$ cat config.mk
export PLATFORM = sky130hd
export DESIGN_NAME = dm_sb_arbiter
export DESIGN_NICKNAME = d
export VERILOG_FILES = /design/src/rtl/dm_pkg.sv /design/src/rtl/dm_rr_pick.sv /design/src/rtl/dm_sb_arbiter.sv
export SDC_FILE = /design/constraint.sdc
export NUM_CORES = 1
export LEC_CHECK = 0
export ABC_AREA = 1
export CORE_AREA = 2 2 112 114
export CTS_CLUSTER_DIAMETER = 30
export DETAILED_ROUTE_END_ITERATION = 10
export DIE_AREA = 0 0 114 116
export HOLD_SLACK_MARGIN = 0.06
export MAX_ROUTING_LAYER = met4
export PLACE_DENSITY = 0.86
export SLEW_MARGIN = 40
export SYNTH_ARGS = -nofsm -noshare
export SYNTH_HDL_FRONTEND = slang
export SYNTH_SLANG_ARGS = --single-unit
$ cat constraint.sdc
create_clock -name clk_i -period 2.3 [get_ports clk_i]
set_input_delay 0.46 -clock clk_i [delete_from_list [all_inputs] [get_ports clk_i]]
set_output_delay 0.46 -clock clk_i [all_outputs]
set_load 0.05 [all_outputs]
$ cat src/rtl/dm_pkg.sv
// Shared types for the debug-module system-bus logic.
package dm_pkg;

    // States of the system-bus arbiter.
    typedef enum logic [1:0] {
        Idle,
        Lock,
        Wait,
        Drain
    } sb_arb_state_e;

endpackage

$ cat src/rtl/dm_rr_pick.sv
// Combinational round-robin picker: returns the first asserted request
// found scanning upward from ptr_i+1 with wrap-around.
module dm_rr_pick #(
    parameter int unsigned NrIn = 2,
    localparam int unsigned IdxW = (NrIn > 1) ? $clog2(NrIn) : 1
) (
    input  logic [NrIn-1:0] req_i,
    input  logic [IdxW-1:0] ptr_i,
    output logic [IdxW-1:0] idx_o,
    output logic            valid_o
);

    int unsigned     cand;
    logic [IdxW-1:0] cand_idx;

    // Scan from the farthest candidate down so the nearest one after ptr_i wins.
    always_comb begin
        idx_o    = '0;
        valid_o  = 1'b0;
        cand     = 0;
        cand_idx = '0;
        for (int i = int'(NrIn); i >= 1; i--) begin
            cand     = (32'(ptr_i) + 32'(i)) % NrIn;
            cand_idx = IdxW'(cand);
            if (req_i[cand_idx]) begin
                idx_o   = cand_idx;
                valid_o = 1'b1;
            end
        end
    end

endmodule

$ cat src/rtl/dm_sb_arbiter.sv
// Round-robin arbiter sharing the system-bus master port between debug
// requesters, one outstanding transaction at a time, with response timeout.
module dm_sb_arbiter
    import dm_pkg::*;
#(
    parameter int unsigned BusWidth      = 32,
    parameter int unsigned NrPorts       = 2,
    parameter int unsigned TimeoutCycles = 1024,
    localparam int unsigned IdxW         = $clog2(NrPorts)
) (
    input  logic                                 clk_i,
    input  logic                                 rst_ni,
    input  logic                                 dmactive_i,
    input  logic [NrPorts-1:0]                   req_i,
    input  logic [NrPorts-1:0][BusWidth-1:0]     add_i,
    input  logic [NrPorts-1:0]                   we_i,
    input  logic [NrPorts-1:0][BusWidth-1:0]     wdata_i,
    input  logic [NrPorts-1:0][BusWidth/8-1:0]   be_i,
    output logic [NrPorts-1:0]                   gnt_o,
    output logic [NrPorts-1:0]                   r_valid_o,
    output logic [BusWidth-1:0]                  r_rdata_o,
    output logic                                 r_err_o,
    output logic                                 master_req_o,
    output logic [BusWidth-1:0]                  master_add_o,
    output logic                                 master_we_o,
    output logic [BusWidth-1:0]                  master_wdata_o,
    output logic [BusWidth/8-1:0]                master_be_o,
    input  logic                                 master_gnt_i,
    input  logic                                 master_r_valid_i,
    input  logic [BusWidth-1:0]                  master_r_rdata_i,
    output logic                                 busy_o,
    output logic [IdxW-1:0]                      owner_o
);

    localparam int unsigned TimerW = (TimeoutCycles > 1) ? $clog2(TimeoutCycles) : 1;
    localparam logic [TimerW-1:0] TimerLast =
        TimerW'((TimeoutCycles == 0) ? 0 : TimeoutCycles - 1);
    localparam logic [IdxW-1:0] PtrInit = IdxW'(NrPorts - 1);

    sb_arb_state_e     state_q, state_d;
    logic [IdxW-1:0]   rr_ptr_q, rr_ptr_d;
    logic [IdxW-1:0]   owner_q, owner_d;
    logic [TimerW-1:0] timer_q, timer_d;
    logic [TimerW-1:0] timer_inc;
    logic [IdxW-1:0]   pick_idx;
    logic              pick_valid;
    logic              timeout_hit;

    dm_rr_pick #(
        .NrIn (NrPorts)
    ) i_rr_pick (
        .req_i   (req_i),
        .ptr_i   (rr_ptr_q),
        .idx_o   (pick_idx),
        .valid_o (pick_valid)
    );

    assign timer_inc   = (timer_q == '1) ? timer_q : timer_q + 1'b1;
    assign timeout_hit = (TimeoutCycles != 0) && (timer_q == TimerLast);
    assign busy_o      = (state_q != Idle);
    assign owner_o     = owner_q;

    // Next-state, bus steering and response routing.
    always_comb begin
        state_d        = state_q;
        rr_ptr_d       = rr_ptr_q;
        owner_d        = owner_q;
        timer_d        = timer_q;
        gnt_o          = '0;
        r_valid_o      = '0;
        r_rdata_o      = '0;
        r_err_o        = 1'b0;
        master_req_o   = 1'b0;
        master_add_o   = '0;
        master_we_o    = 1'b0;
        master_wdata_o = '0;
        master_be_o    = '0;
        if (!dmactive_i) begin
            state_d  = Idle;
            rr_ptr_d = PtrInit;
            owner_d  = '0;
            timer_d  = '0;
        end else begin
            unique case (state_q)
                Idle: begin
                    if (pick_valid) begin
                        master_req_o    = 1'b1;
                        master_add_o    = add_i[pick_idx];
                        master_we_o     = we_i[pick_idx];
                        master_wdata_o  = wdata_i[pick_idx];
                        master_be_o     = be_i[pick_idx];
                        gnt_o[pick_idx] = master_gnt_i;
                        owner_d         = pick_idx;
                        if (master_gnt_i) begin
                            timer_d = '0;
                            state_d = Wait;
                        end else begin
                            state_d = Lock;
                        end
                    end
                end
                Lock: begin
                    master_req_o   = req_i[owner_q];
                    master_add_o   = add_i[owner_q];
                    master_we_o    = we_i[owner_q];
                    master_wdata_o = wdata_i[owner_q];
                    master_be_o    = be_i[owner_q];
                    if (!req_i[owner_q]) begin
                        state_d = Idle;
                    end else if (master_gnt_i) begin
                        gnt_o[owner_q] = 1'b1;
                        timer_d        = '0;
                        state_d        = Wait;
                    end
                end
                Wait: begin
                    timer_d = timer_inc;
                    if (master_r_valid_i) begin
                        r_valid_o[owner_q] = 1'b1;
                        r_rdata_o          = master_r_rdata_i;
                        rr_ptr_d           = owner_q;
                        state_d            = Idle;
                    end else if (timeout_hit) begin
                        r_valid_o[owner_q] = 1'b1;
                        r_err_o            = 1'b1;
                        rr_ptr_d           = owner_q;
                        timer_d            = '0;
                        state_d            = Drain;
                    end
                end
                Drain: begin
                    timer_d = timer_inc;
                    if (master_r_valid_i || timeout_hit) begin
                        state_d = Idle;
                    end
                end
                default: state_d = Idle;
            endcase
        end
    end

    // Arbiter state registers.
    always_ff @(posedge clk_i or negedge rst_ni) begin
        if (!rst_ni) begin
            state_q  <= Idle;
            rr_ptr_q <= PtrInit;
            owner_q  <= '0;
            timer_q  <= '0;
        end else begin
            state_q  <= state_d;
            rr_ptr_q <= rr_ptr_d;
            owner_q  <= owner_d;
            timer_q  <= timer_d;
        end
    end

    // A locked requester must hold its request until the bus grants it.
    assert property (@(posedge clk_i) disable iff (!rst_ni)
        (state_q == Lock && dmactive_i) |-> req_i[owner_q]);

endmodule
==> metrics.txt <==
critical-path maximum fanout=6; critical path type=reg2out; Hold Path Stages=2; Die W=~110 µm; outcome=finished with violations; initial antenna violation count=1; Tcrit/Tclk final=105%; DR iter-0 viols=484; Final Skew=a little over 0.001 ns; Synth cell types=28; Setup TNS=-2.85 ns; antenna viol nets, final=0; placer congestion estimate=0.862; Seq/Total Area, Yosys=a little under a tenth; syn_area_per_cell=approximately 5.2 µm²; filler instances=755; Critical R2R Launch=timer_q[5]; DRC violations left=0; WL/cell=17.9 µm; Reg power frac=about 4.2%; GR Util met1=between 30% and 40%; Routed WL=20400 µm; Internal Power=~3.9 mW; RSZ-0062 raised after global routing=true; Post-Syn Nets=882; worst reg2reg setup slack=approximately 0.38 ns; root buf cell=clkbuf_16; P_leak=about 3.6 nW; Relative slew margins=around 56%; TritonCTS clock tree=yes; initial core utilization=between 30% and 40%; 1st-pass router iterations=5; vias in the first global route=between 6000 and 7000; first-pass GRT wire length=between 20000 and 30000 µm; Post-CTS Hold Fix Bufs=0; layout cells sized above 1=a little over a quarter; final std cells w/o fill=around 1100; worst hold-check path type=reg2reg; post-DR vias/cell=between 5 and 6; power share of the combinational group=91.3%; f_max=roughly 410 MHz; final setup fails=between 50 and 60; detailed placer's ending HPWL=14200 µm; Max Cap Viol=0; final worst-path setup slack=-0.119 ns; gr busiest metal=met2; arrival time worst endpoint=about 2.0 ns; Cell Area, Placed=8570 µm²; cell row count=40; CP endpoint=master_wdata_o[3]; layout net count=1167; CP required=~1.8 ns; Power Density=just under 900 nW/µm²; Cell Area, Synth=3680 µm²; clk sinks=14; Fin. Hold Viols=0; violated checks=negative setup slack; synth warn=0; total chip power=8.12 mW; met3 GRT Util=around 4.6%; min Tclk post-route=about 2.4 ns; Clock Tree Buf Depth=2; die height=116 µm; Clock Latency Late Sink=approximately 0.24 ns; Switching Fraction=51.6%; gr usage total=28.5%; met2 usage=51.3%; Synth Register Bits=14; commonest non-fill, non-tap cell in the layout=clkdlybuf4s50_1; TritonCTS Buffers=3; CORE AREA=11900 µm²; Psw=4.19 mW; largest net degree at the start of global routing=89; port bufs=285; cells on worst reg2reg path=8; Ports=~290; Crit. Startpoint=state_q[1]; Placed Instances=1103; Cells after Synth=703; Setup crit start kind=flop; CTS H-tree depth=1; clock power share=between 4 and 5%; GRT overflow=0; fin. max-slew vios=0; design area=9190 µm²; most frequent cells in the layout=clkdlybuf4s50_1, nand2_1, buf_12; Reg-to-Reg End=timer_q[0]; Clock transition at path regs=~0.05 ns; Peak VDD IR=0.929 mV; Die Area=about 13000 µm²; Slew @ Worst Pin=~0.66 ns; Vias=6254; area delta synth->final=150%; CP endpoint kind=output pin
## power groups by stage
stage                     logic (mW)  clock network, mW  registers (mW)
after floorplan                 3.76                  0           0.329
final                           7.41              0.365           0.345
after detailed placement        6.36                  0           0.345
after global routing            7.75              0.376           0.351
after CTS                       7.14              0.366           0.336
after global placement          6.25                  0           0.342
## per-layer routing
metal | share of wire (%) | up-vias
li1 | - | 2951
met1 | 36 | 2881
met2 | 51 | 342
met3 | 7.6 | 80
met4 | 5.3 | 0
met5 | 0 | -
## stage by stage
step | utilization [%] | hold WS (ns) | setup slack (ns)
final | 77.2 | 0.549 | -0.119
after global placement | 71.9 | 0.505 | -0.136
after CTS | 75.6 | 0.545 | -0.0802
after detailed placement | 71.9 | 0.538 | -0.207
after global routing | 77.2 | 0.572 | -0.157
after floorplan | - | 0.164 | -0.0228
## cell type report
| cell class | count | area [µm²] | share of cell area, % |
|---|---|---|---|
| timing repair buffer | 342 | 4750 | 51.6 |
| multi-input combinational | 533 | 3450 | 37.5 |
| inverter | 94 | 369 | 4.01 |
| sequential | 14 | 354 | 3.85 |
| tap | 147 | 184 | 2.00 |
| clock buffer | 4 | 88.8 | 0.966 |
| antenna | 2 | 5.00 | 0.0544 |
## worst min-delay path by stage
stage          slack [ns]        from         end
6_report             0.55    rr_ptr_q    rr_ptr_q
5_1_grt              0.57  timer_q[5]  timer_q[5]
4_1_cts              0.55    rr_ptr_q    rr_ptr_q
3_5_place_dp         0.54  timer_q[5]  timer_q[5]
3_3_place_gp         0.50    rr_ptr_q    rr_ptr_q
2_1_floorplan        0.16      rst_ni     owner_o
## state kept, by name (all words and copies together), names as in the netlist
signal / cells
state_q: 2
timer_q: 10
owner_o: 1
rr_ptr_q: 1
## repair_timing
item	4_1_cts	5_1_grt
cloned	6	3
setup endpoints to repair	73	101
buffers inserted	11	9
gates resized for setup	22	28
pin swaps	14	23
## synthesized netlist by cell type (all sizes together)
| cell type | count | area, µm² |
|---|---|---|
| nor2 | 60 | 253 |
| clkbuf | 22 | 82.6 |
| dfstp | 1 | 26.3 |
| nand3b | 2 | 15.0 |
| inv | 94 | 353 |
| ha | 2 | 25.0 |
| nor3 | 6 | 35.0 |
| dfrtp | 13 | 325 |
| o31ai | 1 | 7.51 |
| o211ai | 70 | 526 |
| a21oi | 146 | 731 |
| or3 | 1 | 6.26 |
| nand3 | 15 | 80.1 |
| buf | 40 | 236 |
| nand4 | 3 | 18.8 |
| o21ai | 75 | 375 |
| o22ai | 1 | 6.26 |
| nand2 | 151 | 582 |
## kinds of logic after synthesis
group,count (synthesis),share of synthesized area [%]
buffers and inverters,156,18.2
flip-flops,14,9.54
AND/OR/NAND/NOR,238,26.9
AO/OA/AOI/OAI,293,44.7
adder cells (fa/ha/maj),2,0.679
## critical path, stage by stage (launching register included)
cell      delay, ns
dfrtp_1        0.44
nor2_4         0.18
inv_4          0.05
nor2_4         0.14
buf_12         0.14
buf_12         0.11
buf_16         0.12
o211ai_1       0.16
a21oi_4        0.21
buf_12         0.16
Note: power is estimated with default switching activity, not from simulation.
